### src/rtl/y_serial_adder.sv
// Digit-serial adder: adds D bits per clock, LSB digit first, one result per N+1 cycles.
// Optional macro Y_SERIAL_ADDER_SUB_EN adds a 'sub' input selecting a - b.
module y_serial_adder #(
   parameter int unsigned W = 32,
   parameter int unsigned D = 4
) (
   input  logic         clk,
   input  logic         reset,
   input  logic         start,
   input  logic [W-1:0] a,
   input  logic [W-1:0] b,
   input  logic         cin,
`ifdef Y_SERIAL_ADDER_SUB_EN
   input  logic         sub,
`endif
   output logic         ready,
   output logic         done,
   output logic [W-1:0] z,
   output logic         cout,
   output logic         ovf
);

   localparam int unsigned N  = W / D;
   localparam int unsigned KW = (N > 1) ? $clog2(N) : 1;

   typedef enum logic [1:0] {IDLE, RUN, DONE} state_t;

   state_t          state_q, state_d;
   logic [W-1:0]    a_q, a_d, b_q, b_d, z_q, z_d;
   logic            c_q, c_d, cout_q, cout_d, ovf_q, ovf_d;
   logic [KW-1:0]   k_q, k_d;
   logic [D:0]      sum;
   logic            inv;

`ifdef Y_SERIAL_ADDER_SUB_EN
   assign inv = sub;
`else
   assign inv = 1'b0;
`endif

   always_ff @(posedge clk) begin
      if (reset) begin
         state_q <= IDLE;
         a_q     <= '0;
         b_q     <= '0;
         z_q     <= '0;
         c_q     <= 1'b0;
         cout_q  <= 1'b0;
         ovf_q   <= 1'b0;
         k_q     <= '0;
      end else begin
         state_q <= state_d;
         a_q     <= a_d;
         b_q     <= b_d;
         z_q     <= z_d;
         c_q     <= c_d;
         cout_q  <= cout_d;
         ovf_q   <= ovf_d;
         k_q     <= k_d;
      end
   end

   // Operands shift right so digit k always sits in the low D bits; z is written in place.
   always_comb begin
      state_d = state_q;
      a_d     = a_q;
      b_d     = b_q;
      z_d     = z_q;
      c_d     = c_q;
      cout_d  = cout_q;
      ovf_d   = ovf_q;
      k_d     = k_q;
      sum     = {1'b0, a_q[D-1:0]} + {1'b0, b_q[D-1:0]} + (D+1)'(c_q);
      case (state_q)
         IDLE, DONE: begin
            state_d = IDLE;
            if (start) begin
               // Subtraction is a + ~b + 1, so the inversion and forced carry happen at latch time.
               a_d     = a;
               b_d     = b ^ {W{inv}};
               c_d     = inv ? 1'b1 : cin;
               k_d     = '0;
               z_d     = '0;
               state_d = RUN;
            end
         end
         RUN: begin
            a_d = a_q >> D;
            b_d = b_q >> D;
            c_d = sum[D];
            k_d = k_q + KW'(1);
            for (int unsigned i = 0; i < N; i++) begin
               if (k_q == KW'(i)) z_d[i*D +: D] = sum[D-1:0];
            end
            if (k_q == KW'(N-1)) begin
               k_d     = '0;
               cout_d  = sum[D];
               // Carry into the MSB recovered from the MSB sum bit.
               ovf_d   = sum[D] ^ (a_q[D-1] ^ b_q[D-1] ^ sum[D-1]);
               state_d = DONE;
            end
         end
         default: state_d = IDLE;
      endcase
   end

   assign ready = (state_q != RUN);
   assign done  = (state_q == DONE);
   assign z     = z_q;
   assign cout  = cout_q;
   assign ovf   = ovf_q;

endmodule
### config.mk
export PLATFORM = sky130hd
export DESIGN_NAME = y_serial_adder
export DESIGN_NICKNAME = d
export VERILOG_FILES = /design/src/rtl/y_serial_adder.sv
export SDC_FILE = /design/constraint.sdc
export NUM_CORES = 1
export LEC_CHECK = 0
export CAP_MARGIN = 40
export CORE_ASPECT_RATIO = 0.8
export CORE_MARGIN = 1
export CORE_UTILIZATION = 34
export CTS_CLUSTER_SIZE = 10
export DETAILED_ROUTE_END_ITERATION = 8
export HOLD_SLACK_MARGIN = 0.03
export PLACE_DENSITY = 0.66
export SYNTH_ARGS = -nofsm -noshare
export SYNTH_HDL_FRONTEND = slang
export SYNTH_SLANG_ARGS = --single-unit
export TNS_END_PERCENT = 10
### constraint.sdc
create_clock -name clk -period 2 [get_ports clk]
set_input_delay 0.5 -clock clk [delete_from_list [all_inputs] [get_ports clk]]
set_output_delay 0.5 -clock clk [all_outputs]
set_load 0.005 [all_outputs]
==> summary.md <==
| Metric | Value |
|---|---|
| Status | `finished, final reports clean` |
| Synth area leaders | `dfxtp_1 44%, a311oi_2 13%, nand2_1 9.7%` |
| Placed Area | `just under 6000 um^2` |
| Die width | `134 um` |
| Total chip power | `about 4.9 mW` |
| Met1 Track Usage GR | `0.239` |
| Leakage power | `approximately 2.3 nW` |
| Cells after Synth | `531` |
| Grt total ovfl | `0` |
| Die Ht | `~110 um` |
| Fmax | `~530 MHz` |
| Syn Area/Cell | `around 8.9 um^2` |
| Register area share after synthesis | `0.438` |
| Yosys top cell by area | `dfxtp_1` |
| Total number of vias | `approximately 4000` |
| Largest net degree at the start of global routing | `54` |
| Synth warn | `0` |
| Die ar. | `14400 um^2` |
| Power Dens Cells | `a little under 800 nW/um^2` |
| First-pass detailed-route iteration total | `5` |
| Post-route cell area | `6290 um^2` |
| Layout cells sized above 1 | `0.153` |
| Period utilisation layout | `0.947` |
| Synth top area share | `0.438` |
| Critical Path Start Type | `register` |
| CTS tree | `built` |
| Most used cells in the layout excluding fill and tap cells | `123 x nand2_1, 103 x dfxtp_1, 100 x clkdlybuf4s50_1` |
| Rel. slew slack | `0.390` |
| Clock sinks | `between 100 and 150` |
| Final ANT Viol Nets | `0` |
| ANT cells | `0` |
| Clock H-tree levels | `3` |
| Count of nets after finishing | `approximately 700` |
| Hold Buf Count CTS | `0` |
| Number of fill cells | `1330` |
| Max cap viols | `0` |
| Commonest non-fill, non-tap cell in the layout | `nand2_1` |
| Unrepaired setup endpoints after global routing | `false` |
| GRT busiest layer | `met2` |
| Initial Utilization | `0.349` |
| Tightest Hold Check Type | `reg2reg` |
| IO Port Bufs | `roughly 100` |
| Crit path arrival time | `roughly 2.1 ns` |
| Initial antenna violation count | `0` |
| Total core area | `around 14000 um^2` |
| RD Place Congestion | `0.783` |
| Critical setup path kind | `reg2reg` |
| Met2 GRT Util | `0.264` |
| GRT met3 Usage | `0.0405` |
| Avg Vias per Cell | `a little over 5` |
| Vias in the first global route | `~3900` |
| DRC | `0` |
| Peak VDD IR | `about 0.00044 V` |
| Clock slew at reported path FFs | `~0.080 ns` |
| DR iter-0 viols | `around 250` |
| CTS root buf | `clkbuf_16` |
| First-pass GRT wire length | `a little under 20 mm` |
| Post-Route Skew | `roughly 0.0094 ns` |
| Final setup vio count | `0` |
| Max Slew Vio Count | `0` |
| Clock Latency Late Sink | `around 0.35 ns` |
| Routed WL | `about 12 mm` |
| CTS max path bufs | `2` |
| TritonCTS Buffers | `9` |
| Rows | `38` |
| CP Max Fanout | `4` |
| #FFs+latches synth | `104` |
| Worst path required time | `~2.2 ns` |
| Post-DP HPWL | `approximately 8.4 mm` |
| Netlist cell types | `34` |
| Layout overhead on the synthesized area | `32.3%` |
| Post-Syn Nets | `610` |
| Final Hold Violating Endpoints | `0` |
| Mapped Area | `around 4700 um^2` |
| CP endpoint kind | `register` |
| Minimum clock period | `1.89 ns` |
| # IOs | `104` |
| Worst slew pin tran | `between 0.9 and 1 ns` |
| WL/cell | `approximately 15 um` |
| Global Route Usage Sum | `0.171` |
[through the flow]
stage / setup WS [ns] / std cells / utilization / hold slack (ns) / TNS, ns
floorplan: 0.0843 / 531 / - / 0.459 / 0
global route: 0.0306 / 807 / 0.462 / 0.493 / 0
CTS: 0.0262 / 806 / 0.461 / 0.474 / 0
finish: 0.107 / 807 / 0.462 / 0.472 / 0
global placement: -0.0943 / 790 / 0.439 / 0.451 / -0.822
detailed placement: -0.186 / 790 / 0.439 / 0.464 / -1.78
[path summary, 6_finish.rpt]
path                            startpoint  endpoint  slack [ns]  depth (start not counted)
worst max register to register         c_q      z[1]        0.11                          6
worst min-delay path                 z[30]     z[30]        0.47                          2
worst min register to register       z[30]     z[30]        0.47                          2
worst max-delay path                   c_q      z[1]        0.11                          6
[synth_stat cells]
library cell	count
a31oi_1	1
a311oi_1	16
o21ai_1	1
nor3b_2	1
a22oi_1	14
a211oi_1	2
buf_2	24
a311oi_2	40
nand2b_1	2
a31oi_4	1
clkbuf_1	15
fa_1	2
inv_4	1
a32oi_1	4
nor3_1	1
nor2_2	1
a21oi_2	2
nor2_1	91
a21o_1	2
nor2b_1	5
mux2i_1	8
buf_6	6
o31ai_1	8
nand2_1	123
ha_1	9
and2_1	3
inv_1	3
buf_4	2
dfxtp_1	104
nand4b_1	9
xor2_2	1
nand3_1	12
a21oi_1	15
xnor2_1	2
[where the power goes]
| group | switching, mW | internal, mW |
|---|---|---|
| Combinational | 0.476 | 0.425 |
| Clock | 0.831 | 0.870 |
| Sequential | 0.0832 | 2.21 |
[worst max-delay path, cell delays in order (launching register included)]
cell     delay (ns)
dfxtp_1        0.33
fa_2           0.41
fa_2           0.50
and2_4         0.17
buf_4          0.15
a22oi_1        0.17
nor2_1         0.07
[registers in the layout (all words and copies together) (netlist names)]
signal,count
a_q,32
b_q,32
c_q,1
cout,1
k_q,3
ovf,1
state_q,2
z,32
[timing repair]
item,in CTS,in global routing
pin swaps,0,5
resized for setup,6,3
setup buffers,0,1
endpoints found under the setup margin,6,4
[cells by family after synthesis]
group	share of synthesized area
DFF	0.438
AOI/OAI and AO/OA	0.231
muxes	0.0169
buffers and inverters	0.0582
adders and majority gates	0.0321
and+or+nand+nor	0.217
xor gates and xnor gates	0.00711
[layout make-up]
class                      count  area, um^2  area share
inverter                       4        17.5     0.00279
clock buffer                   9         225      0.0358
timing repair buffer         127        1250       0.198
multi-input combinational    376        2420       0.385
sequential                   104        2080       0.331
clock inverter                 7        67.6      0.0107
tap                          180         225      0.0358
[routing by layer]
metal / up-vias / routed length (um)
met2: 105 / 5430
met1: 1930 / 5880
li1: 2046 / -
met3: 15 / 596
met5: - / 0
met4: 0 / 153
(Power assumes the default switching activity.)
